## src/rtl/adc_frame_packer.sv

```systemverilog
// adc_frame_packer: groups kept ADC samples into fixed-length frames,
// buffers them in a sample FIFO and streams header + FRAME_LEN samples
// on a valid/ready output. A frame is accepted only if the FIFO has room
// for all of it when it starts; otherwise the whole frame is dropped.
// Optional feature macro: TRIANGLE_CHECK_EN (sample step checker).
//
// Output FSM states:
//   O_IDLE | no frame ready, out_valid low
//   O_HDR  | presenting the frame header word
//   O_DATA | presenting FIFO samples, beat 0..FRAME_LEN-1
module adc_frame_packer #(
   parameter int WIDTH      = 32,
   parameter int FRAME_LEN  = 16,
   parameter int FIFO_DEPTH = 64,
   parameter int DECIM      = 1,
   parameter int STEP       = 1
) (
   input  logic             clk,
   input  logic             reset,
   input  logic             enable,
   input  logic [WIDTH-1:0] sample,
   output logic [WIDTH-1:0] out_data,
   output logic             out_valid,
   input  logic             out_ready,
   output logic             out_last,
   output logic             overflow,
   output logic [15:0]      drop_count,
   output logic [15:0]      frame_seq,
   output logic             check_err
);
   localparam int AW       = $clog2(FIFO_DEPTH);
   localparam int CW       = AW + 1;
   localparam int IW       = $clog2(FRAME_LEN);
   localparam int DW       = (DECIM > 1) ? $clog2(DECIM) : 1;
   localparam int HQ_DEPTH = FIFO_DEPTH / FRAME_LEN + 1;
   localparam int HAW      = $clog2(HQ_DEPTH);
   localparam int HCW      = $clog2(HQ_DEPTH + 1);

   localparam logic [1:0] O_IDLE = 2'd0;
   localparam logic [1:0] O_HDR  = 2'd1;
   localparam logic [1:0] O_DATA = 2'd2;

   logic [DW-1:0]    dcnt;
   logic [IW-1:0]    icnt;
   logic             frame_ok;
   logic [15:0]      hdr_seq;
   logic [WIDTH-1:0] mem [FIFO_DEPTH];
   logic [AW-1:0]    wr_ptr, rd_ptr;
   logic [CW-1:0]    count;
   logic [15:0]      hq [HQ_DEPTH];
   logic [HAW-1:0]   hq_wr, hq_rd;
   logic [HCW-1:0]   hq_count;
   logic [1:0]       o_state;
   logic [IW-1:0]    beat;

   logic kept, frame_start, room, wr_en, last_in, hq_push, hq_pop, rd_en, last_beat;
   logic [CW-1:0] fifo_free;

   assign kept        = enable && (dcnt == '0);
   assign frame_start = kept && (icnt == '0);
   assign fifo_free   = CW'(FIFO_DEPTH) - count;
   assign room        = fifo_free >= CW'(FRAME_LEN);
   assign wr_en       = kept && (frame_start ? room : frame_ok);
   assign last_in     = (icnt == IW'(FRAME_LEN - 1));
   assign hq_push     = wr_en && last_in;
   assign hq_pop      = (o_state == O_HDR) && out_ready;
   assign rd_en       = (o_state == O_DATA) && out_ready;
   assign last_beat   = (beat == IW'(FRAME_LEN - 1));

   // Decimation, frame position, accept/drop decision and sequence numbering
   always_ff @(posedge clk or posedge reset) begin
      if (reset) begin
         dcnt       <= '0;
         icnt       <= '0;
         frame_ok   <= 1'b0;
         hdr_seq    <= '0;
         frame_seq  <= '0;
         overflow   <= 1'b0;
         drop_count <= '0;
      end else begin
         if (enable)
            dcnt <= (dcnt == DW'(DECIM - 1)) ? '0 : dcnt + 1'b1;
         if (kept) begin
            icnt <= last_in ? '0 : icnt + 1'b1;
            if (frame_start) begin
               frame_seq <= frame_seq + 16'd1;
               if (room) begin
                  frame_ok <= 1'b1;
                  hdr_seq  <= frame_seq;
               end else begin
                  frame_ok <= 1'b0;
                  overflow <= 1'b1;
                  if (drop_count != 16'hFFFF)
                     drop_count <= drop_count + 16'd1;
               end
            end
         end
      end
   end

   // Sample storage; emptiness is tracked by the pointers/count only
   always_ff @(posedge clk) begin
      if (wr_en)
         mem[wr_ptr] <= sample;
   end

   // FIFO pointers and occupancy; simultaneous write and read leave count unchanged
   always_ff @(posedge clk or posedge reset) begin
      if (reset) begin
         wr_ptr <= '0;
         rd_ptr <= '0;
         count  <= '0;
      end else begin
         if (wr_en) wr_ptr <= wr_ptr + 1'b1;
         if (rd_en) rd_ptr <= rd_ptr + 1'b1;
         case ({wr_en, rd_en})
            2'b10:   count <= count + 1'b1;
            2'b01:   count <= count - 1'b1;
            default: count <= count;
         endcase
      end
   end

   // Header storage for completed frames
   always_ff @(posedge clk) begin
      if (hq_push)
         hq[hq_wr] <= hdr_seq;
   end

   // Header queue pointers; depth is not a power of two so wrap explicitly
   always_ff @(posedge clk or posedge reset) begin
      if (reset) begin
         hq_wr    <= '0;
         hq_rd    <= '0;
         hq_count <= '0;
      end else begin
         if (hq_push) hq_wr <= (hq_wr == HAW'(HQ_DEPTH - 1)) ? '0 : hq_wr + 1'b1;
         if (hq_pop)  hq_rd <= (hq_rd == HAW'(HQ_DEPTH - 1)) ? '0 : hq_rd + 1'b1;
         case ({hq_push, hq_pop})
            2'b10:   hq_count <= hq_count + 1'b1;
            2'b01:   hq_count <= hq_count - 1'b1;
            default: hq_count <= hq_count;
         endcase
      end
   end

   // Output sequencing: header, then FRAME_LEN samples, back-to-back if queued
   always_ff @(posedge clk or posedge reset) begin
      if (reset) begin
         o_state <= O_IDLE;
         beat    <= '0;
      end else begin
         case (o_state)
            O_IDLE: if (hq_count != '0) o_state <= O_HDR;
            O_HDR: begin
               if (out_ready) begin
                  o_state <= O_DATA;
                  beat    <= '0;
               end
            end
            O_DATA: begin
               if (out_ready) begin
                  if (last_beat) begin
                     beat    <= '0;
                     o_state <= (hq_count != '0) ? O_HDR : O_IDLE;
                  end else begin
                     beat <= beat + 1'b1;
                  end
               end
            end
            default: o_state <= O_IDLE;
         endcase
      end
   end

   // Output word selection; all outputs are zero outside a frame
   always_comb begin
      out_valid = 1'b0;
      out_last  = 1'b0;
      out_data  = '0;
      case (o_state)
         O_HDR: begin
            out_valid      = 1'b1;
            out_data[31:0] = {16'hADC0, hq[hq_rd]};
         end
         O_DATA: begin
            out_valid = 1'b1;
            out_data  = mem[rd_ptr];
            out_last  = last_beat;
         end
         default: ;
      endcase
   end

`ifdef TRIANGLE_CHECK_EN
   localparam logic [WIDTH-1:0] STEP_P = WIDTH'(STEP);
   localparam logic [WIDTH-1:0] STEP_N = '0 - WIDTH'(STEP);

   logic [WIDTH-1:0] prev;
   logic             prev_ok;
   logic [WIDTH-1:0] diff;

   assign diff = sample - prev;

   // Step checker between consecutive kept samples; an enable gap restarts it
   always_ff @(posedge clk or posedge reset) begin
      if (reset) begin
         prev      <= '0;
         prev_ok   <= 1'b0;
         check_err <= 1'b0;
      end else if (!enable) begin
         prev_ok <= 1'b0;
      end else if (kept) begin
         prev    <= sample;
         prev_ok <= 1'b1;
         if (prev_ok && diff != STEP_P && diff != STEP_N && diff != '0)
            check_err <= 1'b1;
      end
   end
`else
   assign check_err = 1'b0;
`endif

endmodule

```

## config.mk

```make
export PLATFORM = sky130hd
export DESIGN_NAME = adc_frame_packer
export DESIGN_NICKNAME = d
export VERILOG_FILES = /design/src/rtl/adc_frame_packer.sv
export SDC_FILE = /design/constraint.sdc
export NUM_CORES = 2
export LEC_CHECK = 0
export BUFFER_PORTS_ARGS = -buffer_cell sky130_fd_sc_hd__buf_2
export CAP_MARGIN = 0
export CORE_UTILIZATION = 35
export CTS_BUF_LIST = sky130_fd_sc_hd__clkbuf_4 sky130_fd_sc_hd__clkbuf_8
export CTS_CLUSTER_DIAMETER = 60
export DETAILED_ROUTE_END_ITERATION = 12
export PLACE_DENSITY = 0.54
export SLEW_MARGIN = 10
export SYNTH_ARGS = -nofsm -noshare
export SYNTH_HDL_FRONTEND = slang
export SYNTH_SLANG_ARGS = --single-unit
```

## constraint.sdc

```tcl
create_clock -name clk -period 6.9 [get_ports clk]
set_input_delay 1.38 -clock clk [delete_from_list [all_inputs] [get_ports clk]]
set_output_delay 1.38 -clock clk [all_outputs]
set_load 0.01 [all_outputs]
```

Word-level counts from Yosys, hierarchy flattened
Memory sizes are Yosys's and may differ from the RTL's.
Index checks and enable logic that the tools add are counted.
{ "totals": {"mem_count": 2, "ram_bits": 2128, "regBits": 89, "output_inout_bits": 68, "inputBits": 36, "word_cells": 93} }
{ "op_classes": {"n_mux": 25, "reduce_logical": 19, "n_eq_ne": 15, "addsub": 14, "bitwise": 2, "order_cmp": 1} }
{ "memory_table": {"columns": ["memory", "depth", "width", "read_ports", "rd_ports_with_merged_regs", "wr", "line", "rtl"], "rows": [
  ["mem", 64, 32, 1, 0, 1, "47", "logic [WIDTH-1:0] mem [FIFO_DEPTH];"],
  ["hq", 5, 16, 1, 0, 1, "50", "logic [15:0] hq [HQ_DEPTH];"]
]} }
{ "ops": {"columns": ["cell", "n"], "rows": [
  ["$pmux 32 s2", 1],
  ["$add 16x1->16 const B", 2],
  ["$mux 4", 4],
  ["$ne 16x16->1 const B", 1],
  ["$pmux 7 s2", 1],
  ["$add 6x1->6 const B", 2],
  ["$mux 1", 10],
  ["$add 3x1->3 const B", 3],
  ["$reduce_and 3->1", 3],
  ["$add 4x1->4 const B", 2],
  ["$eq 4x4->1 const B", 2],
  ["$mux 2", 4],
  ["$ne 2x2->1 const B", 4],
  ["$pmux 4 s2", 1],
  ["$reduce_and 4->1", 2],
  ["$add 7x1->7 const B", 1],
  ["$ge 7x5->1 const B", 1],
  ["$sub 7x1->7 const B", 1],
  ["$sub 7x7->7 const A", 1],
  ["$eq 2x1->1 const B", 3],
  ["$eq 2x2->1 const B", 3],
  ["$eq 3x3->1 const B", 2],
  ["$logic_and 1x1->1", 6],
  ["$mux 3", 2],
  ["other kinds (11)", 14]
]} }

Longest topological paths before layout
{ "logic_depth": {"ltp_word": 8, "depth_mapped": 20, "ltp_nobuf": 16} }

Worst setup path before layout
Ideal clock, no wire load.
{ "synth_timing": {"kind": "in2reg", "start": "in enable", "end": "mem mem[58][0], enable pin", "setup_time_ns": 0.421, "arrival_ns": 4.439, "path_stages": 11, "path_buffers": 4, "setup_slack_ns": 2.040, "t_required_ns": 6.479, "cell_sequence": "buf_2 and4bb_1 buf_2 inv_1 o21ai_2 and2_1 buf_6 inv_2 or4b_1 buf_2 nor2_1"} }
{ "synth_between": {"elab_chain_len": 6} }
{ "synth_rtl": {"columns": ["item", "line", "rtl"], "rows": [
  ["from (decl)", "20", "input logic enable,"],
  ["$logic_and 1x1->1 (*)", "59", "assign kept = enable && (dcnt == '0);"],
  ["$logic_and 1x1->1", "60", "assign frame_start = kept && (icnt == '0);"],
  ["$mux 1", "63", "assign wr_en = kept && (frame_start ? room : frame_ok);"],
  ["$logic_and 1x1->1 (*)", "63", null],
  ["$mux 1 (*)", "103", "if (wr_en)"],
  ["$mux 1 (not written as such) (*)", "104", "mem[wr_ptr] <= sample;"],
  ["to (decl)", "47", null]
]} }
Mark *: on every way between the ends. The rest lies on a longest branch, timed or not.

Final worst setup path
{ "layout_timing": {"start": "reg rd_ptr[0]", "end": "out out_data[15]"} }
{ "layout_between": {"elab_chain_len": 2} }
{ "layout_rtl": {"columns": ["item", "line", "rtl"], "rows": [
  ["from (decl)", "48", "logic [AW-1:0] wr_ptr, rd_ptr;"],
  ["from (signal assigned)", "115", "if (rd_en) rd_ptr <= rd_ptr + 1'b1;"],
  ["$mem_v2 64x32", null, null],
  ["$pmux 32 s2", "181", "case (o_state)"],
  ["to (decl)", "22", "output logic [WIDTH-1:0] out_data,"]
]} }
Every way passes these cells.

==> results_dict.tcl <==
set metrics [dict create \
    power.density_nw_per_um2 364 \
    die_y_um 497 \
    grt_start_max_net_pins 106 \
    slowest_stage "a2111oi_0" \
    min_period_over_period 0.934 \
    r2r_cells 9 \
    die-area_um2 247000 \
    routabilityCongestion 0.813 \
    synth_area_leaders "edfxtp_1 (75%), mux4_2 (13%), dfrtp_1 (2.6%)" \
    crit_arrival_ps 5060 \
    setup_slack_ps 458 \
    fin_crit_ps 6440 \
    seq_area_frac_synth 0.772 \
    leakage_nw 31.2 \
    cp-end-kind "output port" \
    hold_viol 0 \
    syn2layout_area_growth_pct 14.6 \
    cp_common_cell "buf_4" \
    postCtsHoldBufs 0 \
    clock_skew_ps 73.5 \
    top_usage_layer "met2" \
    drt_iter0_markers 4539 \
    synth-edff-count 2128 \
    post-place-ws_ps 1420 \
    ys_ff_latch 2216 \
    cts_setup_buffers 0 \
    dieWidth_um 497 \
    vias_per_cell 5.46 \
    dp_cells 7213 \
    ir_drop_v 0.000261 \
    via_count 42800 \
    path_class "register to output port" \
    grt_pass1_vias 43400 \
    fin_setup_tns_ps 0 \
    synth.top_cell.area_share 0.746 \
    grt_usage 0.195 \
    initial_core_util 0.352 \
    totalWireLength_um 242000 \
    async_reset_ff_frac 0.0397 \
    fin_util 0.404 \
    maxCapViolations 0 \
    ctsResizeCount 0 \
    fin_nets 4444 \
    met3_usage 0.0354 \
    max_stage_delay_ps 1120 \
    overflow 0 \
    wl_per_cell_um 30.8 \
    maxSlewViolCount 0 \
    syn_avg_cell_area_um2 21.8 \
    yosys.area.top_type "edfxtp_1" \
    clk_latency_ps 1070 \
    antenna_found_initial 10 \
    syn_nets 3991 \
    hpwlAfterDp_um 144000 \
    grt_pass1_wl_um 337000 \
    hold_path_class "input port to asynchronous set/reset pin" \
    drtPass1Iterations 6 \
    grt.met2_usage 0.308 \
    synthCells 3934 \
    reg2reg_slack_ps 2410 \
    antenna_left 0 \
    ys.warnings.count 0 \
    r2r-start "icnt[0]" \
    clock.fmax_mhz 155 \
    fp.coreArea_um2 243000 \
    cts_buffers 374 \
    root_buffer "clkbuf_8" \
    required_ps 5520 \
    grt_util_met1 0.274 \
    crit_fanout 33 \
    relSlewSlack 0.0966 \
    ios 104 \
    clk_transition_reported_paths_ps 60 \
    startpoint_type "register" \
    rows 181 \
    drc_errors 0 \
    status "complete, no violations" \
    yosysUniqueCellTypes 67 \
    cts_buffer_depth 4 \
    ys.flop_type "edfxtp_1" \
    htreeDepth 5 \
    tightestPinTransition_ps 1320 \
    stdcell_count 7844 \
    setup_viol 0 \
    port_buffers 102 \
    drive_gt1_frac 0.319 \
    r2r_end "mem[9][25]" \
    cts_tree "built" \
    cts.sinks 2216 \
    synth.cell_area_um2 85600 \
    path_cells "buf_12, buf_4, mux4_2, a2111oi_1, buf_4, a2111oi_0, or3_1, buf_2" \
    rsz0062_at_grt "no" \
]
-- through the flow --
step | power (mW) | area [µm²] | hold slack, ps
floorplan | 21.5 | 85600 | 443
global placement | 25.1 | 91300 | 447
detailed placement | 25.1 | 91300 | 457
CTS | 36.2 | 98200 | 357
global route | 37.0 | 98200 | 430
finish | 35.8 | 98200 | 450
-- metal layers --
| layer | up-vias | wire, µm |
|---|---|---|
| met1 | 23100 | 102000 |
| met4 | 4 | 7060 |
| met3 | 420 | 17900 |
| met5 | - | 26 |
| met2 | 1839 | 114000 |
| li1 | 17500 | - |
-- worst max-delay path, delay by kind of cell, from the launching register on --
kind	cells	cell delay (ps)
buf+inv	4	1310
compound gates	2	1200
flops	1	720
mux	1	380
simple gates	1	320
-- kinds of logic (layout without fill, tap and decap cells) --
| group | after synthesis | in the layout | share of synthesized area |
|---|---|---|---|
| other | 1 | 5 | 0.0000438 |
| buffers and inverters | 238 | 942 | 0.0139 |
| adders and majority gates | 21 | 21 | 0.00316 |
| xor gates and xnor gates | 55 | 55 | 0.00562 |
| AOI/OAI and AO/OA | 315 | 315 | 0.0259 |
| DFF | 2216 | 2216 | 0.772 |
| muxes | 740 | 740 | 0.160 |
| and+or+nand+nor | 348 | 348 | 0.0194 |
-- power breakdown --
part	total [mW]	internal [mW]	leakage (nW)	switching (mW)
registers	15.5	15.1	20.3	0.365
logic	9.18	3.82	7.25	5.36
clock network	11.1	6.00	3.67	5.12
-- final cells by class --
class,instances,area (µm²)
Fill cell,21600,145000
Sequential cell,2216,66100
Timing Repair Buffer,294,2160
Clock inverter,108,544
Clock buffer,519,6350
Antenna cell,4,10.0
Multi-Input combinational cell,1480,18900
Tap cell,3202,4010
Inverter,21,81.3
-- worst max path at each step --
stage              start           end  slack (ps)  depth (start not counted)
3_5_place_dp      enable    mem[9][17]        1420                          8
3_3_place_gp   rd_ptr[0]   out_data[3]        1490                          9
4_1_cts        rd_ptr[0]  out_data[15]         380                          8
6_report       rd_ptr[0]  out_data[15]         460                          8
2_1_floorplan     enable    mem[58][0]        2040                         11
5_1_grt        rd_ptr[0]  out_data[15]         220                          8
-- placed cells by master (no fill, tap or decap), types with 34 or more instances in the layout --
cell      netlist  final
nand3_1        34     34
nand2_1        88     88
nor2_4          0     64
mux2_2         34     34
nor2_1        122     56
a21oi_1        45     45
o21ai_0        37     37
edfxtp_1     2128   2128
dfrtp_1        88     83
mux4_2        500    500
buf_2          77    102
mux2i_1       206    206
buf_4          40    175
a22oi_1        39     39
xnor2_1        36     36
clkbuf_4        0    126
clkbuf_8        0    393
clkinv_1        1     76
o22ai_1        51     51
-- sequential cells by signal, summed over array words and instances (netlist names) --
signal      cells
mem          2048
hq             80
drop_count     16
frame_seq      16
hdr_seq        16
count           7
rd_ptr          6
wr_ptr          6
beat            4
icnt            4
hq_count        3
hq_rd           3
hq_wr           3
o_state         2
frame_ok        1
overflow        1
-- synth_stat cells (all sizes together), types with 5 or more instances --
library cell  number
a2111oi           26
a211oi            16
a21oi             45
a221oi             5
a22o              12
a22oi             39
a311o              7
a31oi             10
and2               7
and3              10
buf              145
clkbuf            72
dfrtp             88
edfxtp          2128
ha                20
inv               20
mux2              34
mux2i            206
mux4             500
nand2             88
nand2b            13
nand3             34
nand3b             7
nand4              8
nor2             122
nor2b             13
nor3              11
nor4               9
o211ai            15
o21ai             39
o221ai            25
o22ai             51
or2                5
or3b               6
xnor2             36
xor2              19
Power figures use the tool's default switching activity.
